--- src/rtl/pkt_meter_pkg.sv ---
// Shared types and helpers for pkt_flow_rate_meter.
// Packet counters are built only with PKT_FLOW_RATE_METER_PKTS_EN.
`ifndef PKT_METER_FLOW_STAT_T
`define PKT_METER_FLOW_STAT_T(W) struct packed { \
  logic [(W)-1:0] l1; \
  logic [(W)-1:0] l2; \
  logic [(W)-1:0] pkts; \
}
`endif

package pkt_meter_pkg;

  // 12 idle + 8 preamble bytes charged on every eop
  localparam int unsigned IFG_BYTES = 20;
  localparam int unsigned STAT_W    = 32;

  typedef `PKT_METER_FLOW_STAT_T(STAT_W) flow_stat_t;

  function automatic logic [15:0] beat_bytes(
    input logic        val,
    input logic        eop,
    input logic [7:0]  empty,
    input int unsigned d_width
  );
    logic [15:0] full;
    full = 16'(d_width / 8);
    if (!val) return 16'd0;
    return eop ? full - 16'(empty) : full;
  endfunction

endpackage

--- src/rtl/pkt_win_timer.sv ---
// Window tick counter for pkt_flow_rate_meter.
// Counts 0..WINDOW_TICKS-1 while enabled; flags the last tick.
module pkt_win_timer
  import pkt_meter_pkg::*;
#(
  parameter int unsigned WINDOW_TICKS = 156250
) (
  input  logic clk,
  input  logic rst_n,
  input  logic en_i,
  output logic end_tick_o
);

  localparam int unsigned TW = $clog2(WINDOW_TICKS);
  localparam logic [TW-1:0] LAST = TW'(WINDOW_TICKS - 1);

  logic [TW-1:0] cnt_q, cnt_d;

  assign end_tick_o = en_i && (cnt_q == LAST);

  always_comb begin
    cnt_d = cnt_q;
    if (en_i) begin
      cnt_d = (cnt_q == LAST) ? '0 : cnt_q + TW'(1);
    end
  end

  always_ff @(posedge clk or negedge rst_n) begin
    if (!rst_n) cnt_q <= '0;
    else        cnt_q <= cnt_d;
  end

endmodule

--- src/rtl/pkt_flow_rate_meter.sv ---
// Per-flow L1/L2 byte and packet meter with windowed snapshot bank.
// Optional packet counters: define PKT_FLOW_RATE_METER_PKTS_EN.
module pkt_flow_rate_meter
  import pkt_meter_pkg::*;
#(
  parameter int unsigned D_WIDTH      = 64,
  parameter int unsigned EMPTY_WIDTH  = 3,
  parameter int unsigned FLOW_CNT     = 16,
  parameter int unsigned FLOW_W       = $clog2(FLOW_CNT),
  parameter int unsigned WINDOW_TICKS = 156250,
  parameter int unsigned CNT_W        = 32
) (
  input  logic                   clk,
  input  logic                   rst_n,
  input  logic                   en,
  input  logic                   val,
  input  logic                   sop,
  input  logic                   eop,
  input  logic [EMPTY_WIDTH-1:0] empty,
  input  logic [FLOW_W-1:0]      flow_num,
  output logic                   win_done,
  output logic                   bad_flow,
  input  logic                   rd_req,
  input  logic [FLOW_W-1:0]      rd_flow,
  output logic                   rd_val,
  output logic [CNT_W-1:0]       rd_l1_bytes,
  output logic [CNT_W-1:0]       rd_l2_bytes,
  output logic [CNT_W-1:0]       rd_pkts
);

  localparam int unsigned SW = ((CNT_W > 16) ? CNT_W : 16) + 1;
  localparam logic [CNT_W-1:0] CMAX = '1;

  typedef `PKT_METER_FLOW_STAT_T(CNT_W) stat_t;

  function automatic logic [CNT_W-1:0] sat_add(
    input logic [CNT_W-1:0] a,
    input logic [15:0]      b
  );
    logic [SW-1:0] s;
    s = SW'(a) + SW'(b);
    return (s > SW'(CMAX)) ? CMAX : s[CNT_W-1:0];
  endfunction

  logic        end_tick;
  logic        in_range;
  logic        cnt_beat;
  logic        hit;
  logic [15:0] l2_b, l1_b;
  logic        unused_sop;

  stat_t run_q [FLOW_CNT];
  stat_t run_d [FLOW_CNT];
  stat_t res_q [FLOW_CNT];
  stat_t res_d [FLOW_CNT];
  stat_t sum   [FLOW_CNT];
  stat_t rd_q, rd_d;

  logic win_done_q, bad_flow_q, rd_val_q;

  assign unused_sop = sop;

  pkt_win_timer #(
    .WINDOW_TICKS(WINDOW_TICKS)
  ) u_timer (
    .clk       (clk),
    .rst_n     (rst_n),
    .en_i      (en),
    .end_tick_o(end_tick)
  );

  assign in_range = {1'b0, flow_num} < (FLOW_W+1)'(FLOW_CNT);
  assign cnt_beat = val && en && in_range;
  assign l2_b = beat_bytes(cnt_beat, eop, 8'(empty), D_WIDTH);
  assign l1_b = l2_b + ((cnt_beat && eop) ? 16'(IFG_BYTES) : 16'd0);

  // the end-tick beat lands in the closing window via sum
  always_comb begin
    hit = 1'b0;
    for (int f = 0; f < FLOW_CNT; f++) begin
      hit = cnt_beat && (flow_num == FLOW_W'(f));
      sum[f] = '0;
      sum[f].l1 = sat_add(run_q[f].l1, hit ? l1_b : 16'd0);
      sum[f].l2 = sat_add(run_q[f].l2, hit ? l2_b : 16'd0);
`ifdef PKT_FLOW_RATE_METER_PKTS_EN
      sum[f].pkts = sat_add(run_q[f].pkts, 16'(hit && eop));
`else
      sum[f].pkts = '0;
`endif
      run_d[f] = end_tick ? '0 : sum[f];
      res_d[f] = end_tick ? sum[f] : res_q[f];
    end
  end

  // reads see res_q, so a same-cycle snapshot is not visible yet
  always_comb begin
    rd_d = rd_q;
    if (rd_req) begin
      rd_d = '0;
      for (int f = 0; f < FLOW_CNT; f++) begin
        if (rd_flow == FLOW_W'(f)) rd_d = res_q[f];
      end
    end
  end

  always_ff @(posedge clk or negedge rst_n) begin
    if (!rst_n) begin
      for (int f = 0; f < FLOW_CNT; f++) begin
        run_q[f] <= '0;
        res_q[f] <= '0;
      end
      rd_q       <= '0;
      win_done_q <= 1'b0;
      bad_flow_q <= 1'b0;
      rd_val_q   <= 1'b0;
    end else begin
      for (int f = 0; f < FLOW_CNT; f++) begin
        run_q[f] <= run_d[f];
        res_q[f] <= res_d[f];
      end
      rd_q       <= rd_d;
      win_done_q <= end_tick;
      bad_flow_q <= val && !in_range;
      rd_val_q   <= rd_req;
    end
  end

  assign win_done    = win_done_q;
  assign bad_flow    = bad_flow_q;
  assign rd_val      = rd_val_q;
  assign rd_l1_bytes = rd_q.l1;
  assign rd_l2_bytes = rd_q.l2;
  assign rd_pkts     = rd_q.pkts;

endmodule

--- config.mk ---
export PLATFORM = sky130hd
export DESIGN_NAME = pkt_flow_rate_meter
export DESIGN_NICKNAME = d
export VERILOG_FILES = /design/src/rtl/pkt_meter_pkg.sv /design/src/rtl/pkt_win_timer.sv /design/src/rtl/pkt_flow_rate_meter.sv
export SDC_FILE = /design/constraint.sdc
export NUM_CORES = 2
export LEC_CHECK = 0
export ABC_AREA = 0
export BUFFER_PORTS_ARGS = -buffer_cell sky130_fd_sc_hd__buf_2
export CAP_MARGIN = 10
export CORE_ASPECT_RATIO = 1.2
export CORE_UTILIZATION = 45
export CTS_CLUSTER_DIAMETER = 80
export CTS_CLUSTER_SIZE = 8
export DETAILED_ROUTE_END_ITERATION = 6
export SYNTH_ARGS = -nofsm -noshare
export SYNTH_HDL_FRONTEND = slang
export SYNTH_HIERARCHICAL = 1
export SYNTH_SLANG_ARGS = --single-unit
export TNS_END_PERCENT = 100
--- constraint.sdc ---
create_clock -name clk -period 5.5 [get_ports clk]
set_input_delay 0.275 -clock clk [delete_from_list [all_inputs] [get_ports clk]]
set_output_delay 0.275 -clock clk [all_outputs]
set_load 0.02 [all_outputs]
==> Word level (Yosys, flattened, before mapping) <==
Cells that the tools add are included.
{ "totals": {"register_bits": 2164, "output_inout_bits": 99, "wordCells": 289} }
{ "classes": {"muxes": 100, "reduce_logical": 21, "eq_ne": 31, "n_addsub": 35, "magnitude_cmp": 32} }
{ "op_table": {"columns": ["op", "n"], "rows": [
  ["96-bit 2-to-1 mux", 32],
  ["32-bit by 16-bit adder with 33-bit output", 32],
  ["33-bit by 32-bit greater-than comparator with 1-bit output, second input constant", 32],
  ["32-bit 2-to-1 mux", 32],
  ["16-bit 2-to-1 mux", 34],
  ["4-bit equality test, second input constant", 16],
  ["4-bit by 3-bit equality test with 1-bit output, second input constant", 8],
  ["1-bit logical AND", 19],
  ["18-bit by 1-bit adder with 18-bit output, second input constant", 1],
  ["18-bit equality test, second input constant", 1],
  ["18-bit 2-to-1 mux", 1],
  ["16-bit by 5-bit adder with 16-bit output", 1],
  ["4-bit by 2-bit equality test with 1-bit output, second input constant", 4],
  ["4-bit by 1-bit equality test with 1-bit output, second input constant", 2],
  ["4-bit logical NOT", 2],
  ["5-bit 2-to-1 mux", 1],
  ["4-bit by 3-bit subtractor with 5-bit output, first input constant", 1]
]} }

==> Depth between registers and ports, before layout <==
{ "logic_depth": {"depth_word": 17, "depth_mapped": 20, "depth_no_buf": 16} }

==> Modules after synthesis <==
The synthesis kept the hierarchy.
{ "by_module_without_submodules": {"columns": ["mod", "instances", "seq_area_each_um2", "area_per_inst_um2", "cells_per_inst"], "rows": [
  ["pkt_flow_rate_meter", 1, 52900.7, 108068.6, 11916],
  ["pkt_win_timer", 1, 450.4, 989.7, 102]
]} }

==> Least setup slack after synthesis <==
OpenSTA, ideal clock, no wires.
{ "synth_timing": {"path_type": "input port to flip-flop", "startpoint": "input empty[0]", "endpoint": "register res_q[382] (netlist bit)", "slack_ps": 1335, "setup_ps": 125, "cell_stages": 19, "t_arrival_ps": 4040, "path_cell_list": "inv_1 > ha_1 > xnor2_1 > nand2_1 > clkbuf_1 > inv_1 > ha_1 > ha_1 > xnor2_1 > clkbuf_1 > nor2_1 > ha_1 > o21a_1 > o31ai_1 > clkbuf_1 > a2111oi_2 > and2_1 > a31oi_1 > mux2_2"} }
{ "synth_via": {"elab_chain_cells": 8} }
{ "synth_rtl": {"columns": ["item", "line_no", "rtl"], "rows": [
  ["start, declared", "pkt_flow_rate_meter.sv:19", "input logic [EMPTY_WIDTH-1:0] empty,"],
  ["4-bit by 3-bit subtractor with 5-bit output (*)", "pkt_meter_pkg.sv:28", "return eop ? full - 16'(empty) : full;"],
  ["16-bit 2-to-1 mux (*) (2 in a row)", "pkt_meter_pkg.sv:28", null],
  ["16-bit by 5-bit adder with 16-bit output (*)", "pkt_flow_rate_meter.sv:75", "assign l1_b = l2_b + ((cnt_beat && eop) ? 16'(IFG_BYTES) : 16'd0);"],
  ["16-bit 2-to-1 mux (*)", "pkt_flow_rate_meter.sv:83", "sum[f].l1 = sat_add(run_q[f].l1, hit ? l1_b : 16'd0);"],
  ["32-bit by 16-bit adder with 33-bit output (*)", "pkt_flow_rate_meter.sv:41", "s = SW'(a) + SW'(b);"],
  ["33-bit by 32-bit greater-than comparator with 1-bit output", "pkt_flow_rate_meter.sv:42", "return (s > SW'(CMAX)) ? CMAX : s[CNT_W-1:0];"],
  ["32-bit 2-to-1 mux (*)", "pkt_flow_rate_meter.sv:42", null],
  ["end signal, assigned by index", "pkt_flow_rate_meter.sv:119", "res_q[f] <= res_d[f];"],
  ["end, declared", "pkt_flow_rate_meter.sv:54", "stat_t res_q [FLOW_CNT];"]
]} }
Every way passes the cells marked *; elsewhere a longest branch is shown, timed or not.
A chain may end at the register's enable or synchronous reset.

==> Worst setup path in the final report <==
{ "layout_timing": {"startpoint": "input en", "endpoint": "register res_q[1135] (netlist bit)"} }
{ "layout_via": {"elab_chain_cells": 8} }
{ "layout_rtl": {"columns": ["item", "line_no", "rtl"], "rows": [
  ["start, declared", "pkt_flow_rate_meter.sv:15", "input logic en,"],
  ["1-bit logical AND", "pkt_flow_rate_meter.sv:73", "assign cnt_beat = val && en && in_range;"],
  ["1-bit logical AND", "pkt_flow_rate_meter.sv:75", null],
  ["5-bit 2-to-1 mux", "pkt_flow_rate_meter.sv:75", null],
  ["16-bit by 5-bit adder with 16-bit output", "pkt_flow_rate_meter.sv:75", null],
  ["16-bit 2-to-1 mux", "pkt_flow_rate_meter.sv:83", null],
  ["32-bit by 16-bit adder with 33-bit output", "pkt_flow_rate_meter.sv:41", null],
  ["33-bit by 32-bit greater-than comparator with 1-bit output", "pkt_flow_rate_meter.sv:42", null],
  ["32-bit 2-to-1 mux", "pkt_flow_rate_meter.sv:42", null]
]} }
Parallel ways exist; a longest one is shown, timed or not.

==> results.md <==
* Drt first pass iters at 7
* Final WL at around 390 mm
* DIE AREA at 244000 um2
* Chip height at 541 um
* Grt met1 use at 0.403
* Violations in the final reports: design-rule violations
* Wire length of the first global-routing pass at a little under 600 mm
* Shortest clock period the worst path allows after layout at roughly 5.3 ns
* Number of maximum-capacitance constraint violations at 0
* Root Buffer: clkbuf_16
* Critical path buffer and inverter count at 3
* Pin count of the biggest net entering global routing at roughly 220
* Type of the worst min-delay path: primary input to asynchronous set/reset pin
* Origin of the critical flop-to-flop path: u_timer/cnt_q[1]
* Filler cell count at around 22000
* CTS tree: done
* Worst setup EP type: register
* Top cell types by occurrence after synthesis: nor2_1, dfrtp_1, a21oi_1
* Total overflow reported by the global router at 0
* Met3 Usage GRT at 0.0481
* Endpoint of the lowest-slack register-to-register path: res_q[570]
* Final Cycle Share at 0.969
* RSZ-0062 raised after global routing: no
* Layout Nets at approximately 12000
* Leak pwr at about 55 nW
* Hold violation total from the final report at 0
* Sequential Area at 53400 um2
* Number of cells upsized or downsized after cts at 0
* Post-layout total power at between 0.03 and 0.04 W
* Post-synth EDFFs at 0
* Pwr Density at approximately 300 nW/um2
* Dominant cell by count in the synthesized netlist: nor2_1
* Clock net sink count at between 2000 and 2500
* Floorplan Core Area at around 240000 um2
* Synthesized area at between 100000 and 150000 um2
* Number of port buffers at 82
* Maximum buffer depth of the clock tree at 4
* Setup violation total in the final timing report at 0
* Result of the run: finished with violations
* Yosys cell types at between 100 and 150
* Worst supply voltage drop on vdd at around 0.00027 V
* Maximum level of the CTS H-tree at 5
* Worst path arrival time at roughly 6 ns
* Number of nets with antenna violations after detailed routing at 0
* Via count of the first global-routing pass at approximately 90000
* Critical path endpoint: res_q[1135]
* Total clock buffers created by CTS at ~310
* Max-slew headroom at 0.105
* Number of synthesized register bits at ~2100
* Setup slack on the worst flop-to-flop path at between 1.5 and 2 ns
* Width of the die at 451 um
* Area leader, netlist: dfrtp_1
* Stages on worst setup path at 14
* Initial drt markers at approximately 9000
* Largest delay contributor family on the critical path: simple AND/OR/NAND/NOR gates
* Leading register cell type out of synthesis: dfrtp_1
* DRC at 17
* Clock latency of the later-clocked register in the worst-skew pair at 0.88 ns
* Library cell appearing most often on the critical path: nand2_1
* Met2 track utilization from global routing at 0.518
* Seq/Total Area, Yosys at 0.489
* Average cell area after synthesis at 9.07 um2
* Critical path origin: en
* Number of slew-limit violations in the final report at 0
* Maximum single-stage delay on the critical path at between 1 and 1.5 ns
* Global-route total usage across every layer at 0.318
* Highest clock rate at roughly 190 MHz
* Busiest layer in global routing: met2
* Via count of the routed design at between 90000 and 100k
* Worst-path fanout max at 22
* Layout cells sized above 1 at 0.0745
* Ranking of synthesized cells by area: dfrtp_1, nor2_1, a21oi_1
* Initial antenna violation count at 15
* Ports placed on the boundary at about 120
* Total Negative Setup Slacks at 0 ns
* Final weighted congestion in routability-driven placement at 0.986
* Setup Crit Path Kind: primary input to register
* Slew of the pin with the lowest slew margin at roughly 1.3 ns
* Average vias per placed instance at about 6
* Post-synthesis instance total at roughly 12000
* Worst-case clock skew at 0.0662 ns
* Chain of cells forming the critical path: dlygate4sd3_1, buf_2, nand2_1, nor2_1, nand2_1, inv_1, ha_1, and3_1, ha_1, nor2b_1, o31ai_1, a2111oi_4, nand2_1, a31oi_1
* Wirelength per Cell at between 20 and 30 um
* Count of standard-cell rows at approximately 200
* Element type at the critical path start: primary input
* Proportion of netlist area held by the largest area contributor at 0.489
* Share of async-settable or async-resettable flops after synthesis at 1.00
* Initial Util at 0.453
* Area occupied by multi-input gates at roughly 52000 um2
* Cell depth of the worst flop-to-flop path at 9
* Required @ worst endpoint at 6.15 ns
* Cell with the largest stage delay on the worst path: ha_1
* Sum of net half-perimeters after detailed placement at 281 mm
* Area growth syn-to-layout at 11.3%
* Synth warn at 6
* Clock-pin slew reported for the worst setup and hold paths after clock tree synthesis at roughly 0.05 ns
-- through the flow --
step	instances	instance area, um2	hold WS (ns)	setup slack (ns)	util
global route	15199	121000	0.0662	0.124	0.504
CTS	15194	121000	0.0592	0.369	0.504
detailed placement	14861	113000	0.351	0.179	0.470
global placement	14861	113000	0.343	0.150	0.470
floorplan	12050	109000	-0.0206	1.34	-
finish	15203	121000	0.0178	0.169	0.504
-- state kept, by name, indices dropped and copies added, names as in the netlist --
name           count
win_done           1
res_q           1024
run_q           1024
rd_l2_bytes       32
rd_l1_bytes       32
u_timer/cnt_q     18
rd_val             1
-- metal layers --
metal / up-vias / part of all wire / routed length, um
li1: 42063 / - / -
met1: 45874 / 0.40 / 158000
met2: 3406 / 0.47 / 187000
met3: 922 / 0.062 / 24500
met4: 6 / 0.064 / 25300
met5: - / 0.00011 / 44
-- kinds of logic (layout without fill, tap and decap cells) --
kind of cell | after synthesis | in the layout | synth area share
AOI/OAI and AO/OA | 2813 | 2813 | 0.156
xor gates and xnor gates | 642 | 642 | 0.0516
adders and majority gates | 197 | 197 | 0.0248
buffers and inverters | 907 | 868 | 0.0339
DFF | 2132 | 2132 | 0.489
muxes | 349 | 349 | 0.0353
other | 1 | 41 | 0.0000344
and+or+nand+nor | 4977 | 4977 | 0.209
-- cells in the final DEF (no fill, tap or decap), drive strengths merged, types with 61 or more instances in the layout --
cell,instances
buf,358
xor2,242
xnor2,400
a31oi,226
and4,92
nand3,366
clkbuf,321
o221ai,61
and3,204
a21o,96
nor2,2519
nor3,244
nand4,267
mux2i,274
ha,165
and2,116
a21oi,1232
inv,181
a221oi,63
a211oi,94
nand2,779
nor2b,80
nand2b,65
o21a,63
dfrtp,2132
nor4,88
o22ai,88
o21ai,485
-- worst min path at each step --
stage                     slack (ns)  cells past startpoint              to   from
after floorplan                -0.02                      0  rd_l1_bytes[0]  rst_n
after global placement          0.34                      1       run_q[53]  rst_n
after detailed placement        0.35                      1       res_q[53]  rst_n
after CTS                       0.06                      2       run_q[48]  rst_n
after global routing            0.07                      2       res_q[53]  rst_n
final                           0.02                      2       res_q[53]  rst_n
-- what timing repair did --
item,CTS,global route
hold buffers,3,0
setup buffers,0,0
endpoints found under the hold margin,127,0
-- worst reg2reg max path, cell delays in order (launching register included) --
cell and delay, ns:
dfrtp_1 0.42, inv_1 0.09, ha_1 0.19, nor4bb_1 0.25, nand4_1 0.19, nor3_4 0.52
buf_12 0.44, buf_12 0.52, nand3_1 0.75, o21ai_0 0.21
-- area by class of cell --
cell class,instances,area share
multi-input cells,9011,0.430
clock inverters,9,0.00104
inverters,177,0.00557
well taps,3184,0.0328
repair buffers,361,0.0242
flip-flops and latches,2132,0.440
diodes,8,0.000165
clock buffers,321,0.0660
-- report_power, final --
group / internal [W] / leakage (nW) / switching [W] / total [W]
Sequential: 0.0162 / 28.6 / 0.000488 / 0.0167
Clock: 0.0102 / 4.00 / 0.00695 / 0.0171
Combinational: 0.000744 / 22.8 / 0.00182 / 0.00257
(Power assumes the default switching activity.)
